==> src/rtl/wb_arbiter_if.sv <==
// Bus bundle between the write-back arbiter, the execution streams, the
// issue-stage hazard query and the register-file write port.
interface wb_arbiter_if;
   logic        a_valid;
   logic [4:0]  a_addr;
   logic [31:0] a_data;
   logic        b_valid;
   logic        b_ready;
   logic [4:0]  b_addr;
   logic [31:0] b_data;
   logic        sb_set;
   logic [4:0]  sb_addr;
   logic [4:0]  q_addr1;
   logic [4:0]  q_addr2;
   logic        q_busy1;
   logic        q_busy2;
   logic        we;
   logic [4:0]  waddr;
   logic [31:0] wdata;

   modport slave (
      input  a_valid, a_addr, a_data,
      input  b_valid, b_addr, b_data,
      output b_ready,
      input  sb_set, sb_addr,
      input  q_addr1, q_addr2,
      output q_busy1, q_busy2,
      output we, waddr, wdata
   );

   modport master (
      output a_valid, a_addr, a_data,
      output b_valid, b_addr, b_data,
      input  b_ready,
      output sb_set, sb_addr,
      output q_addr1, q_addr2,
      input  q_busy1, q_busy2,
      input  we, waddr, wdata
   );
endinterface

==> src/rtl/wb_arbiter.sv <==
// Register-file write-port arbiter: pipeline stream A has strict priority over
// the buffered long-latency stream B; a scoreboard tracks pending B writes.
module wb_arbiter #(
   parameter int DEPTH = 4
) (
   input  logic         clk,
   input  logic         resetn,
   wb_arbiter_if.slave  bus
);
   localparam int AW = $clog2(DEPTH);
   localparam int CW = AW + 1;

   logic [36:0]   mem_q [DEPTH];
   logic [36:0]   mem_d [DEPTH];
   logic [AW-1:0] wr_ptr_q, wr_ptr_d;
   logic [AW-1:0] rd_ptr_q, rd_ptr_d;
   logic [CW-1:0] count_q, count_d;
   logic          we_q, we_d;
   logic [4:0]    waddr_q, waddr_d;
   logic [31:0]   wdata_q, wdata_d;
   logic          src_b_q, src_b_d;
   logic [31:0]   pending_q, pending_d;
   logic          push, pop;
   logic [36:0]   head;

   assign bus.b_ready = (count_q != CW'(DEPTH));
   assign bus.we      = we_q;
   assign bus.waddr   = waddr_q;
   assign bus.wdata   = wdata_q;
   // Bit 0 can never be set, so r0 always reads as not busy.
   assign bus.q_busy1 = pending_q[bus.q_addr1];
   assign bus.q_busy2 = pending_q[bus.q_addr2];

   assign head = mem_q[rd_ptr_q];

   always_comb begin
      push      = bus.b_valid && bus.b_ready;
      pop       = !bus.a_valid && (count_q != '0);
      mem_d     = mem_q;
      wr_ptr_d  = wr_ptr_q;
      rd_ptr_d  = rd_ptr_q;
      we_d      = 1'b0;
      src_b_d   = 1'b0;
      waddr_d   = waddr_q;
      wdata_d   = wdata_q;
      pending_d = pending_q;

      if (push) begin
         mem_d[wr_ptr_q] = {bus.b_addr, bus.b_data};
         wr_ptr_d        = wr_ptr_q + AW'(1);
      end
      if (pop) begin
         rd_ptr_d = rd_ptr_q + AW'(1);
      end
      count_d = count_q + CW'(push) - CW'(pop);

      if (bus.a_valid) begin
         we_d    = (bus.a_addr != 5'd0);
         waddr_d = bus.a_addr;
         wdata_d = bus.a_data;
      end else if (pop) begin
         we_d    = (head[36:32] != 5'd0);
         waddr_d = head[36:32];
         wdata_d = head[31:0];
         src_b_d = 1'b1;
      end

      // Clear on the commit edge first so a same-edge dispatch keeps the bit set.
      if (we_q && src_b_q) begin
         pending_d[waddr_q] = 1'b0;
      end
      if (bus.sb_set && (bus.sb_addr != 5'd0)) begin
         pending_d[bus.sb_addr] = 1'b1;
      end
   end

   always_ff @(posedge clk or negedge resetn) begin
      if (!resetn) begin
         for (int i = 0; i < DEPTH; i++) begin
            mem_q[i] <= '0;
         end
         wr_ptr_q  <= '0;
         rd_ptr_q  <= '0;
         count_q   <= '0;
         we_q      <= 1'b0;
         waddr_q   <= '0;
         wdata_q   <= '0;
         src_b_q   <= 1'b0;
         pending_q <= '0;
      end else begin
         mem_q     <= mem_d;
         wr_ptr_q  <= wr_ptr_d;
         rd_ptr_q  <= rd_ptr_d;
         count_q   <= count_d;
         we_q      <= we_d;
         waddr_q   <= waddr_d;
         wdata_q   <= wdata_d;
         src_b_q   <= src_b_d;
         pending_q <= pending_d;
      end
   end
endmodule

==> src/flat_wrapper.sv <==
// flat-port wrapper written by rule: the top's interface ports become plain ports
module wb_arbiter_flat 
#(
   parameter int DEPTH = 4
)
  (clk, resetn, bus_a_valid, bus_a_addr, bus_a_data, bus_b_valid, bus_b_addr, bus_b_data, bus_b_ready, bus_sb_set, bus_sb_addr, bus_q_addr1, bus_q_addr2, bus_q_busy1, bus_q_busy2, bus_we, bus_waddr, bus_wdata);
  wb_arbiter_if bus_i ();
  input  logic clk;
  input  logic resetn;
  input wire logic [$bits(bus_i.a_valid)-1:0] bus_a_valid;
  input wire logic [$bits(bus_i.a_addr)-1:0] bus_a_addr;
  input wire logic [$bits(bus_i.a_data)-1:0] bus_a_data;
  input wire logic [$bits(bus_i.b_valid)-1:0] bus_b_valid;
  input wire logic [$bits(bus_i.b_addr)-1:0] bus_b_addr;
  input wire logic [$bits(bus_i.b_data)-1:0] bus_b_data;
  output wire logic [$bits(bus_i.b_ready)-1:0] bus_b_ready;
  input wire logic [$bits(bus_i.sb_set)-1:0] bus_sb_set;
  input wire logic [$bits(bus_i.sb_addr)-1:0] bus_sb_addr;
  input wire logic [$bits(bus_i.q_addr1)-1:0] bus_q_addr1;
  input wire logic [$bits(bus_i.q_addr2)-1:0] bus_q_addr2;
  output wire logic [$bits(bus_i.q_busy1)-1:0] bus_q_busy1;
  output wire logic [$bits(bus_i.q_busy2)-1:0] bus_q_busy2;
  output wire logic [$bits(bus_i.we)-1:0] bus_we;
  output wire logic [$bits(bus_i.waddr)-1:0] bus_waddr;
  output wire logic [$bits(bus_i.wdata)-1:0] bus_wdata;
  assign bus_i.a_valid = bus_a_valid;
  assign bus_i.a_addr = bus_a_addr;
  assign bus_i.a_data = bus_a_data;
  assign bus_i.b_valid = bus_b_valid;
  assign bus_i.b_addr = bus_b_addr;
  assign bus_i.b_data = bus_b_data;
  assign bus_b_ready = bus_i.b_ready;
  assign bus_i.sb_set = bus_sb_set;
  assign bus_i.sb_addr = bus_sb_addr;
  assign bus_i.q_addr1 = bus_q_addr1;
  assign bus_i.q_addr2 = bus_q_addr2;
  assign bus_q_busy1 = bus_i.q_busy1;
  assign bus_q_busy2 = bus_i.q_busy2;
  assign bus_we = bus_i.we;
  assign bus_waddr = bus_i.waddr;
  assign bus_wdata = bus_i.wdata;
  wb_arbiter #(.DEPTH(DEPTH)) u_core (.clk(clk), .resetn(resetn), .bus(bus_i));
endmodule
==> config.mk <==
export PLATFORM = sky130hd
export DESIGN_NAME = wb_arbiter_flat
export DESIGN_NICKNAME = d
export VERILOG_FILES = /design/src/rtl/wb_arbiter_if.sv /design/src/rtl/wb_arbiter.sv /design/src/flat_wrapper.sv
export SDC_FILE = /design/constraint.sdc
export NUM_CORES = 1
export LEC_CHECK = 0
export ABC_AREA = 0
export CAP_MARGIN = 0
export CORE_UTILIZATION = 50
export CTS_CLUSTER_DIAMETER = 120
export DETAILED_ROUTE_END_ITERATION = 12
export GPL_ROUTABILITY_DRIVEN = 0
export PLACE_DENSITY = 0.78
export SLEW_MARGIN = 10
export SYNTH_ARGS = -nofsm -noshare
export SYNTH_HDL_FRONTEND = slang
export SYNTH_SLANG_ARGS = --single-unit
==> constraint.sdc <==
create_clock -name clk -period 6.4 [get_ports clk]
set_input_delay 1.28 -clock clk [delete_from_list [all_inputs] [get_ports clk]]
set_output_delay 1.28 -clock clk [all_outputs]
set_load 0.01 [all_outputs]
==> results.sh <==
export IMPL_yosysUniqueCellTypes=35
export IMPL_path_clk_slew_ps=60
export IMPL_async_flop_share_pct=100
export IMPL_synth_main_ff_cell="dfrtp_1"
export IMPL_cpLargestDelayFamily="buffers and inverters"
export IMPL_min_period_ps=5050
export IMPL_sw_frac_of_total_pct=30.4
export IMPL_cp_max_fo=8
export IMPL_path_buf_inv=2
export IMPL_netlist_instances=718
export IMPL_io_pins=135
export IMPL_status="complete, no violations"
export IMPL_setup_violations=0
export IMPL_critical_path_class="in2out"
export IMPL_synth_xor_area_share_pct=0.425
export IMPL_min_from="u_core.bus.wdata[23]$_DFFE_PN0P_"
export IMPL_grt_pass1_wl_mm=36.0
export IMPL_cpPeakStageDelay_ps=790
export IMPL_rsz0062_at_grt="no"
export IMPL_area_growth_pct=22.3
export IMPL_critPathCaptureType="primary output"
export IMPL_antenna_cells=0
export IMPL_initialDrtViolationCount=358
export IMPL_synth_top_cell_by_area="dfrtp_1"
export IMPL_port_buffers=134
export IMPL_initial_core_util_pct=50.9
export IMPL_synth_top_family_by_area="multiplexers"
export IMPL_mappedNetlistNets=819
export IMPL_r2r_setup_slack_ps=3560
export IMPL_ff2ff_path_depth=5
export IMPL_ant_nets=0
export IMPL_max_slew_margin_pct=23.3
export IMPL_fill_cells=1512
export IMPL_multi_input_area_um2=4410
export IMPL_max_slew_worst_pin_slew_ps=1150
export IMPL_clkPwrFrac_pct=21.2
export IMPL_syn_cell_area_um2=10300
export IMPL_register_area_um2=5660
export IMPL_post_cts_resized=0
export IMPL_fmax_mhz=198
export IMPL_crit_chain="clkdlybuf4s50_1 > mux4_2 > nor2b_1 > a2111oi_0 > nor4_1 > clkdlybuf4s50_1"
export IMPL_die_y_um=145
export IMPL_grt_antenna_before_repair=1
export IMPL_fp_dieArea_um2=21200
export IMPL_dr_pass1_iters=5
export IMPL_rows=52
export IMPL_p_leak_uw=0.00512
export IMPL_cpMaxStageDelayCell="clkdlybuf4s50_1"
export IMPL_clk_latency_ps=520
export IMPL_yosys_area_share_simple_pct=4.29
export IMPL_synth_seq_cells=226
export IMPL_p_int_uw=4270
export IMPL_synth_top_cell_area_share_pct=54.9
export IMPL_maxSlewViolCount=0
export IMPL_stdcell_count=1129
export IMPL_hold_violations=0
export IMPL_place_hpwl_mm=13.6
export IMPL_hold_end="u_core.bus.wdata[23]$_DFFE_PN0P_"
export IMPL_grt_overflow=0
export IMPL_ctsHoldBuffers=0
export IMPL_synth_top_cells_by_area="dfrtp_1, mux2_2, mux4_2, o21ai_0, mux2i_1"
export IMPL_synth_compound_area_share_pct=5.52
export IMPL_cts_sinks=226
export IMPL_drc=0
export IMPL_min_path_cells=2
export IMPL_syn_avg_cell_area_um2=14.3
export IMPL_nets=943
export IMPL_min_path_type="reg2reg"
export IMPL_fin_skew_ps=22.3
export IMPL_synth_edf_count=0
export IMPL_total_power_uw=6130
export IMPL_critPathLaunchType="primary input"
export IMPL_die_w_um=145
export IMPL_grt_max_degree=122
export IMPL_drt_wl_total_mm=21.9
export IMPL_reg2reg_to="u_core.bus.we$_DFF_PN0_"
export IMPL_core_area_um2=20200
export IMPL_crit_top_cell="clkdlybuf4s50_1"
export IMPL_p_comb_share_pct=35.7
export IMPL_yosysWarningCount=0
export IMPL_power_density_nw_per_um2=487
export IMPL_synthAdderAreaFrac_pct=0.924
export IMPL_first_global_vias=6719
export IMPL_clockBufferDepth=3
export IMPL_finalCritPeriodShare_pct=78.9
export IMPL_drive_gt1_share_pct=30.2
export IMPL_placed_cells=1086
export IMPL_htreeDepth=1
export IMPL_cts_tree="done"
export IMPL_vias=6498
export IMPL_postCtsSetupBuffers=0
export IMPL_synthMuxAreaShare_pct=31.6
export IMPL_setup_tns_ps=0
export IMPL_cts_buffers=24
export IMPL_required_ps=5120
export IMPL_critPathArrivalTime_ps=3770
export IMPL_power_frac_seq_pct=43.1
export IMPL_timing_max_cap_violations=0
export IMPL_post_drt_wl_per_cell_um=19.4
export IMPL_timing_rr_start="u_core.rd_ptr_q[0]$_DFFE_PN0P_"
export IMPL_synth_seq_area_share_pct=54.9
export IMPL_viasPerCell=5.76
export IMPL_cts_root_buf="clkbuf_16"
export IMPL_grt_usage_pct=21.4
export IMPL_vdd_drop_max_uv=245
export IMPL_switchingPower_uw=1870
==> cell usage in the layout (no fill, tap or decap), drive strengths merged <==
cell	n
or3	3
inv	11
nand3	3
ha	6
fa	1
nand4	1
o21a	1
mux2	152
or4	2
a21boi	1
nor3b	4
nand3b	8
or3b	5
clkinv	9
nor4	3
dfrtp	226
clkdlybuf4s50	132
xor2	1
mux4	53
buf	7
nor2	4
and3	2
xnor2	4
nand4b	2
clkbuf	34
nor3	1
o21ai	97
a222oi	5
nor2b	2
a2111oi	2
nand2	43
mux2i	34
==> power groups by stage <==
stage	clock network (uW)	logic, uW	registers (uW)
after floorplan	0	1610	2480
after global placement	0	2150	2620
after detailed placement	0	2220	2660
after CTS	1330	2230	2640
after global routing	1380	2390	2740
final	1300	2190	2650
==> registers in the layout, indices dropped and copies added, names as in the netlist <==
signal	count
u_core.bus.waddr	5
u_core.bus.wdata	32
u_core.bus.we	1
u_core.count_q	3
u_core.mem_q	148
u_core.pending_q	32
u_core.rd_ptr_q	2
u_core.src_b_q	1
u_core.wr_ptr_q	2
==> per-stage QoR <==
step           hold WS, ps  utilization [%]  worst slack [ps]  instance area (um2)
2_1_floorplan          470                -              2490                10300
3_3_place_gp           459             58.5              1390                11800
3_5_place_dp           470             58.5              1340                11800
4_1_cts                484             62.2              1340                12600
5_1_grt                502             62.2              1090                12600
6_report               475             62.2              1350                12600
==> layout make-up <==
cell class	instances	share of cell area, %
clock inverter	9	0.447
tap	270	2.68
sequential	226	45.0
inverter	11	0.328
timing repair buffer	139	11.1
clock buffer	34	5.47
multi-input combinational	440	35.1
==> Yosys cell counts, types with 3 or more instances <==
| master | number |
|---|---|
| or3b_2 | 5 |
| nor3b_1 | 4 |
| nor4_1 | 3 |
| xnor2_1 | 4 |
| mux4_1 | 3 |
| buf_2 | 23 |
| dfrtp_1 | 226 |
| o21ai_0 | 95 |
| nor2_1 | 4 |
| mux4_2 | 50 |
| inv_1 | 11 |
| clkbuf_1 | 15 |
| or3_1 | 3 |
| nand3b_1 | 8 |
| mux2i_1 | 34 |
| ha_1 | 6 |
| nand3_1 | 3 |
| nand2_1 | 39 |
| mux2_2 | 152 |
| nand2_2 | 4 |
| a222oi_1 | 5 |
==> how the worst max path moves through the flow <==
stage / startpoint / end / slack, ps / cells after the start
floorplan: bus_q_addr1[1] / bus_q_busy1 / 2490 / 5
global placement: bus_q_addr2[1] / bus_q_busy2 / 1390 / 6
detailed placement: bus_q_addr1[1] / bus_q_busy1 / 1340 / 6
CTS: bus_q_addr1[1] / bus_q_busy1 / 1340 / 6
global route: bus_q_addr2[1] / bus_q_busy2 / 1090 / 6
finish: bus_q_addr2[1] / bus_q_busy2 / 1350 / 6
==> per-layer routing <==
| layer | routed length, um | GRT usage [%] | vias to the layer above |
|---|---|---|---|
| li1 | - | - | 2928 |
| met2 | 10800 | 35.9 | 164 |
| met4 | 359 | 5.58 | 2 |
| met5 | 13 | 0 | - |
| met3 | 1210 | 3.39 | 33 |
| met1 | 9530 | 29.2 | 3371 |
==> cell families after synthesis <==
family	Yosys count
flops	226
xor+xnor	5
compound gates	106
mux	239
simple gates	83
fa+ha+maj	7
buf+inv	52
==> tightest hold or removal path, delay by kind of cell, from the launching register on <==
kind | cells | cell delay [ps]
AO/OA/AOI/OAI | 1 | 60
flip-flops | 1 | 340
AND/OR/NAND/NOR | 1 | 40
Power figures use the tool's default switching activity.
